**config.mk**
```make
export PLATFORM = sky130hd
export DESIGN_NAME = countdown_timer
export DESIGN_NICKNAME = d
export VERILOG_FILES = /design/src/rtl/countdown_timer.sv
export SDC_FILE = /design/constraint.sdc
export NUM_CORES = 1
export LEC_CHECK = 0
export CELL_PAD_IN_SITES_DETAIL_PLACEMENT = 1
export CELL_PAD_IN_SITES_GLOBAL_PLACEMENT = 1
export CORE_ASPECT_RATIO = 1.1
export CORE_MARGIN = 2
export CORE_UTILIZATION = 35
export CTS_CLUSTER_DIAMETER = 60
export CTS_CLUSTER_SIZE = 12
export DETAILED_ROUTE_END_ITERATION = 7
export GPL_ROUTABILITY_DRIVEN = 0
export PLACE_DENSITY = 0.82
export SLEW_MARGIN = 20
export SYNTH_ARGS = -nofsm -noshare
export SYNTH_HDL_FRONTEND = slang
export SYNTH_SLANG_ARGS = --single-unit
```
**constraint.sdc**
```tcl
create_clock -name ClockIn -period 2.9 [get_ports ClockIn]
set_input_delay 0.29 -clock ClockIn [delete_from_list [all_inputs] [get_ports ClockIn]]
set_output_delay 0.29 -clock ClockIn [all_outputs]
set_load 0.01 [all_outputs]
```
**src/rtl/countdown_timer.sv**
```systemverilog
// Two-digit BCD countdown timer for the remaining game time.
// Loads a start value and decrements it once per CLOCK_FREQUENCY cycles
// while running. It can be paused and resumed, and it flags expiry at 00.
//
// Ports:
//   ClockIn      - system clock
//   Resetn       - synchronous reset, active-low
//   Load         - 1-cycle command: load LoadTens/LoadOnes (clamped to 9), go IDLE
//   LoadTens     - BCD tens digit for Load
//   LoadOnes     - BCD ones digit for Load
//   Start        - 1-cycle command: start from IDLE, or resume from PAUSED
//   Pause        - 1-cycle command: freeze the countdown while in RUN
//   TensValue    - current tens digit
//   OnesValue    - current ones digit
//   game_timer   - {TensValue, OnesValue}
//   Running      - high while in RUN
//   SecondTick   - 1-cycle pulse after each decrement
//   TimeUp       - high while in EXPIRED
//   TimeUpPulse  - 1-cycle pulse on entry to EXPIRED
module countdown_timer #(
    parameter int unsigned CLOCK_FREQUENCY = 50000000,
    parameter int unsigned START_TENS      = 6,
    parameter int unsigned START_ONES      = 0
) (
    input  logic       ClockIn,
    input  logic       Resetn,
    input  logic       Load,
    input  logic [3:0] LoadTens,
    input  logic [3:0] LoadOnes,
    input  logic       Start,
    input  logic       Pause,
    output logic [3:0] TensValue,
    output logic [3:0] OnesValue,
    output logic [7:0] game_timer,
    output logic       Running,
    output logic       SecondTick,
    output logic       TimeUp,
    output logic       TimeUpPulse
);

    localparam int unsigned PRESC_W = (CLOCK_FREQUENCY > 1) ? $clog2(CLOCK_FREQUENCY) : 1;
    localparam logic [PRESC_W-1:0] PRESC_RELOAD = PRESC_W'(CLOCK_FREQUENCY - 1);
    localparam logic [3:0] RST_TENS = 4'(START_TENS);
    localparam logic [3:0] RST_ONES = 4'(START_ONES);

    typedef enum logic [1:0] {
        S_IDLE    = 2'd0,
        S_RUN     = 2'd1,
        S_PAUSED  = 2'd2,
        S_EXPIRED = 2'd3
    } state_e;

    state_e             state_q,   state_d;
    logic [3:0]         tens_q,    tens_d;
    logic [3:0]         ones_q,    ones_d;
    logic [PRESC_W-1:0] presc_q,   presc_d;
    logic               running_q, running_d;
    logic               tick_q,    tick_d;
    logic               timeup_q,  timeup_d;
    logic               pulse_q,   pulse_d;

    logic [3:0]         dec_tens_c;
    logic [3:0]         dec_ones_c;

    // Load digits above 9 are clamped so the display never shows non-BCD values
    function automatic logic [3:0] clamp_bcd(input logic [3:0] d);
        return (d > 4'd9) ? 4'd9 : d;
    endfunction

    // BCD decrement with borrow. In RUN the value is never 00, so tens never underflows.
    always_comb begin
        dec_tens_c = tens_q;
        dec_ones_c = ones_q - 4'd1;
        if (ones_q == 4'd0) begin
            dec_ones_c = 4'd9;
            dec_tens_c = tens_q - 4'd1;
        end
    end

    // Next-state logic. Command priority is Load > Start > Pause.
    always_comb begin
        state_d = state_q;
        tens_d  = tens_q;
        ones_d  = ones_q;
        presc_d = presc_q;
        tick_d  = 1'b0;
        pulse_d = 1'b0;

        if (Load) begin
            tens_d  = clamp_bcd(LoadTens);
            ones_d  = clamp_bcd(LoadOnes);
            presc_d = PRESC_RELOAD;
            state_d = S_IDLE;
        end else if (Start && (state_q == S_IDLE)) begin
            if ((tens_q == 4'd0) && (ones_q == 4'd0)) begin
                state_d = S_EXPIRED;
                pulse_d = 1'b1;
            end else begin
                presc_d = PRESC_RELOAD;
                state_d = S_RUN;
            end
        end else if (Start && (state_q == S_PAUSED)) begin
            // Resume: the prescaler keeps its frozen value
            state_d = S_RUN;
        end else if (Pause && (state_q == S_RUN)) begin
            state_d = S_PAUSED;
        end else if (state_q == S_RUN) begin
            if (presc_q == '0) begin
                tens_d  = dec_tens_c;
                ones_d  = dec_ones_c;
                presc_d = PRESC_RELOAD;
                tick_d  = 1'b1;
                if ((dec_tens_c == 4'd0) && (dec_ones_c == 4'd0)) begin
                    state_d = S_EXPIRED;
                    pulse_d = 1'b1;
                end
            end else begin
                presc_d = presc_q - PRESC_W'(1);
            end
        end

        // Status levels are registered copies of the next state
        running_d = (state_d == S_RUN);
        timeup_d  = (state_d == S_EXPIRED);
    end

    // State and output registers with synchronous active-low reset
    always_ff @(posedge ClockIn) begin
        if (!Resetn) begin
            state_q   <= S_IDLE;
            tens_q    <= RST_TENS;
            ones_q    <= RST_ONES;
            presc_q   <= PRESC_RELOAD;
            running_q <= 1'b0;
            tick_q    <= 1'b0;
            timeup_q  <= 1'b0;
            pulse_q   <= 1'b0;
        end else begin
            state_q   <= state_d;
            tens_q    <= tens_d;
            ones_q    <= ones_d;
            presc_q   <= presc_d;
            running_q <= running_d;
            tick_q    <= tick_d;
            timeup_q  <= timeup_d;
            pulse_q   <= pulse_d;
        end
    end

    assign TensValue   = tens_q;
    assign OnesValue   = ones_q;
    assign game_timer  = {tens_q, ones_q};
    assign Running     = running_q;
    assign SecondTick  = tick_q;
    assign TimeUp      = timeup_q;
    assign TimeUpPulse = pulse_q;

endmodule
```
After elaboration in Yosys (flattened, before gate mapping)
Index checks and enable logic that the tools add are counted.
{"block": "word_totals", "regBits": 40, "inputBits": 13, "out_inout_bits": 20, "word_cells": 81}
{"block": "op_classes", "add_sub_neg": 3, "magnitude_cmp": 2, "n_eq_ne": 10, "n_mux": 38, "bitwise_logic": 2, "n_reduce_logical": 18}
{"op": "26-bit 2-to-1 mux", "count": 6}
{"op": "4-bit 2-to-1 mux", "count": 16}
{"op": "26-bit zero test", "count": 1}
{"op": "26-bit by 1-bit subtractor with 26-bit output, second input constant", "count": 1}
{"op": "4-bit zero test", "count": 4}
{"op": "2-bit 2-to-1 mux", "count": 8}
{"op": "2-bit != test, second input constant", "count": 6}
{"op": "4-bit > comparator, second input constant", "count": 2}
{"op": "1-bit 2-to-1 mux", "count": 8}
{"op": "4-bit by 1-bit subtractor with 4-bit output, second input constant", "count": 2}
{"op": "2-bit nonzero test", "count": 3}
{"op": "6-bit OR reduction", "count": 1}
{"op": "1-bit logical AND", "count": 5}
{"op": "5-bit AND reduction", "count": 1}
{"op": "2-bit by 1-bit == test with 1-bit output, second input constant", "count": 2}
{"op": "2-bit == test, second input constant", "count": 2}
{"op": "4-bit AND reduction", "count": 1}
{"op": "2-bit zero test", "count": 1}
{"op": "1-bit NOT", "count": 2}
{"op": "2-bit OR reduction", "count": 1}

Longest topological paths before layout
{"block": "depth", "depth_word": 12, "depth_mapped": 8, "ltp_nobuf": 7}

Worst setup path before layout
Ideal clock, no wire load.
{"block": "synth_timing", "kind": "register to register", "startpoint": "reg presc_q[0]", "endpoint": "reg tens_q[3] (netlist: TensValue[3])", "setup_time_ns": 0.120, "arrival_time_ns": 2.570, "required_time_ns": 2.780, "path_slack_ns": 0.210, "path_stages_with_launch": 9, "path_buffers": 1, "synth_period_minus_slack_ns": 2.690, "cell_sequence": "dfxtp_1 -> inv_1 -> ha_1 -> or4b_2 -> or4_4 -> buf_6 -> or4_4 -> o21a_1 -> o31a_1"}
{"block": "synth_via", "elab_chain_len": 3}
{"item": "from (decl)", "line_no": "56", "rtl": "logic [PRESC_W-1:0] presc_q, presc_d;"}
{"item": "from (signal assigned)", "line_no": "142", "rtl": "presc_q <= presc_d;"}
{"item": "26-bit zero test", "line_no": "108", "rtl": "if (presc_q == '0) begin"}
{"item": "2-bit nonzero test (no line)"}
{"item": "5-bit AND reduction (no line)"}
{"item": "to (signal assigned)", "line_no": "140", "rtl": "tens_q <= tens_d;"}
{"item": "to (decl)", "line_no": "54", "rtl": "logic [3:0] tens_q, tens_d;"}
No other way between the ends.
A chain may end at the register's enable or synchronous reset.

Worst setup path in the final report
Same ends and word-level chain as after synthesis.

==> results.py <==
metrics = {
    "critical_path": {
        "worstSetupEndpointType": "flip-flop",
        "crit_fanout": 8,
        "cp.arrival_ns": 2.95,
        "crit_slowest_cell": "or4b_2",
        "worstPathCellList": "inv_1, ha_1, or4b_2, or4_4, or4_4, o21a_1, o31a_1",
        "cpMostUsedCell": "or4_4",
        "cp_num_buf_inv": 1,
        "crit_family": "simple AND/OR/NAND/NOR gates",
        "critPathKind": "flip-flop to flip-flop",
        "slowest_delay_ns": 0.61,
        "regToRegSetupSlack_ns": 0.15,
        "cp.required_ns": 3.10,
        "critPathLaunchType": "flip-flop",
    },
    "timing": {
        "rsz0062_at_grt": "false",
        "holdWs_ns": 0.498,
        "setup_tns_ns": 0,
        "setup_violations": 0,
        "fin_crit_sh": 0.949,
        "fin_crit_ns": 2.75,
        "max_freq_mhz": 363,
        "worstMarginPinSlew_ns": 0.619,
        "hold_violations": 0,
        "max-slew-margin-rel": 0.583,
        "clock_skew_ns": 0.00547,
        "slew_viol_final": 0,
    },
    "detailed_routing": {
        "drc": 0,
        "vias_per_cell": 5.57,
        "vias": 2112,
        "wirelength_um": 6180,
        "drt-pass1-iter-count": 4,
        "drt_iter0_drc": 51,
        "ant_nets": 0,
        "wl_per_cell_um": 16.3,
    },
    "yosys": {
        "avgSynthCellArea_um2": 8.41,
        "syn_area_um2": 2210,
        "synth-edff-count": 0,
        "synth_top_area_frac": 0.362,
        "async_flop_share": 0,
        "syn_inst": 263,
        "yosysTopAreaCell": "dfxtp_1",
        "ys_types": 48,
        "yosysWarnings": 0,
        "synth_nets": 280,
        "synth_ff_type": "dfxtp_1",
        "synth-seq-cells": 40,
        "seq_area_frac_synth": 0.362,
        "synth_area_leaders": "dfxtp_1, xor2_1, nor2_1",
    },
    "floorplanning": {
        "die_x_um": 79.8,
        "rows": 30,
        "io_pins": 33,
        "dieArea_um2": 6970,
        "die_h_um": 87.4,
        "start_util": 0.359,
        "core_um2": 6160,
    },
    "cells_and_area": {
        "final_cell_mix": "dfxtp_1, clkdlybuf4s50_1, nor2_1",
        "syn2layout_area_growth_pct": 24.7,
        "nets": 315,
        "drive_gt1_frac": 0.107,
        "fillers": 754,
        "final_common_cell": "dfxtp_1",
        "num_antenna_cells": 0,
    },
    "clock_network": {
        "insertion_delay_ns": 0.30,
        "hold_buffers": 0,
        "path_clk_slew_ns": 0.08,
        "htree_levels": 2,
        "clock_sinks": 40,
        "cts_root_buf": "clkbuf_8",
        "post-cts-setup-buffers": 0,
        "cts_tree": "built",
        "post_cts_resized": 0,
        "cts_buffers": 5,
        "clk_path_buf_depth": 2,
    },
    "global_route": {
        "grt.busiest_layer": "met2",
        "grt_pass1_vias": 2226,
        "antenna_found_initial": 0,
        "grt_max_degree": 21,
        "overflow": 0,
        "grt_util_met2": 0.357,
        "grt_usage": 0.191,
        "grt_pass1_wl_um": 10500,
        "met1_usage": 0.210,
        "grt_use_met3": 0.0373,
    },
    "power": {
        "irDropWorstVdd_mv": 0.206,
        "powerDensity_nw_per_um2": 449,
        "p_leak_uw": 0.000937,
    },
    "place": {
        "io_buffers": 32,
        "dpl.hpwl_um": 4450,
    },
    "min_path": {
        "worstHoldPathType": "flip-flop to flip-flop",
    },
    "job": {
        "maxCapViolations": 0,
    },
    "run_status": {
        "status": "completed",
    },
}
## flip-flops by register name, summed over array words and instances, names as in the netlist
signal	flops
TimeUp	1
presc_q	26
SecondTick	1
TimeUpPulse	1
state_q	2
Running	1
TensValue	4
OnesValue	4
## kinds of logic (layout without fill, tap and decap cells)
family | after synthesis | after routing | synth area share
multiplexers | 2 | 2 | 0.00906
flip-flops | 40 | 40 | 0.362
adder cells (fa/ha/maj) | 4 | 4 | 0.0226
buffers and inverters | 31 | 67 | 0.0702
AND/OR/NAND/NOR | 110 | 110 | 0.273
XOR/XNOR | 25 | 25 | 0.0990
AO/OA/AOI/OAI | 51 | 51 | 0.164
## layout make-up
class	count	area (um^2)	share of cell area
clock buffers	7	96.3	0.0349
clock inverters	1	30.0	0.0109
inverters	13	48.8	0.0177
multi-input cells	192	1260	0.456
flip-flops and latches	40	801	0.290
well taps	80	100	0.0363
repair buffers	46	425	0.154
## stage by stage
step | setup WS (ns) | utilization | power (uW) | cell area, um^2 | cells
global placement | 0.233 | 0.427 | 732 | 2630 | 371
floorplan | 0.210 | - | 666 | 2210 | 263
global route | 0.0281 | 0.448 | 1290 | 2760 | 379
finish | 0.147 | 0.448 | 1240 | 2760 | 379
detailed placement | 0.171 | 0.427 | 738 | 2630 | 371
CTS | 0.136 | 0.448 | 1250 | 2760 | 379
## layer usage
metal,vias up,share of wire
li1,1014,-
met1,1031,0.42
met2,51,0.52
met3,16,0.040
met4,0,0.026
met5,-,0
## cells in the mapped netlist (2+ instances only)
cell,count
o21a_1,7
o2111ai_1,6
nand2b_1,2
nor2_1,26
nand3b_1,2
buf_4,8
nand3_1,5
a31oi_1,3
nor4_1,9
dfxtp_1,40
o211ai_1,9
nor3_1,17
or3b_2,2
xor2_1,18
a21oi_1,5
inv_1,13
o21ai_0,10
ha_1,4
clkbuf_1,7
a221o_1,2
or3_1,3
xnor2_1,7
nand2_1,22
mux2i_1,2
or4_1,6
nand4_1,4
or4_4,2
nor4b_1,2
## final timing paths
kind | from | to | cells after the start
worst max register to register | presc_q[0] | TensValue[3] | 7
worst min register to register | presc_q[17] | presc_q[17] | 2
worst min-delay path | presc_q[17] | presc_q[17] | 2
worst max-delay path | presc_q[0] | TensValue[3] | 7
## where the power goes
part	switching (uW)	internal (uW)	total, uW
Sequential	14.5	559	574
Clock	209	304	513
Combinational	78.1	74.5	153
Total	301	938	1240
## worst register-to-register path, stage by stage (launching register included)
cell     delay (ns)
dfxtp_1        0.33
inv_1          0.11
ha_1           0.15
or4b_2         0.61
or4_4          0.51
or4_4          0.51
o21a_1         0.19
o31a_1         0.23
Power figures use the tool's default switching activity.
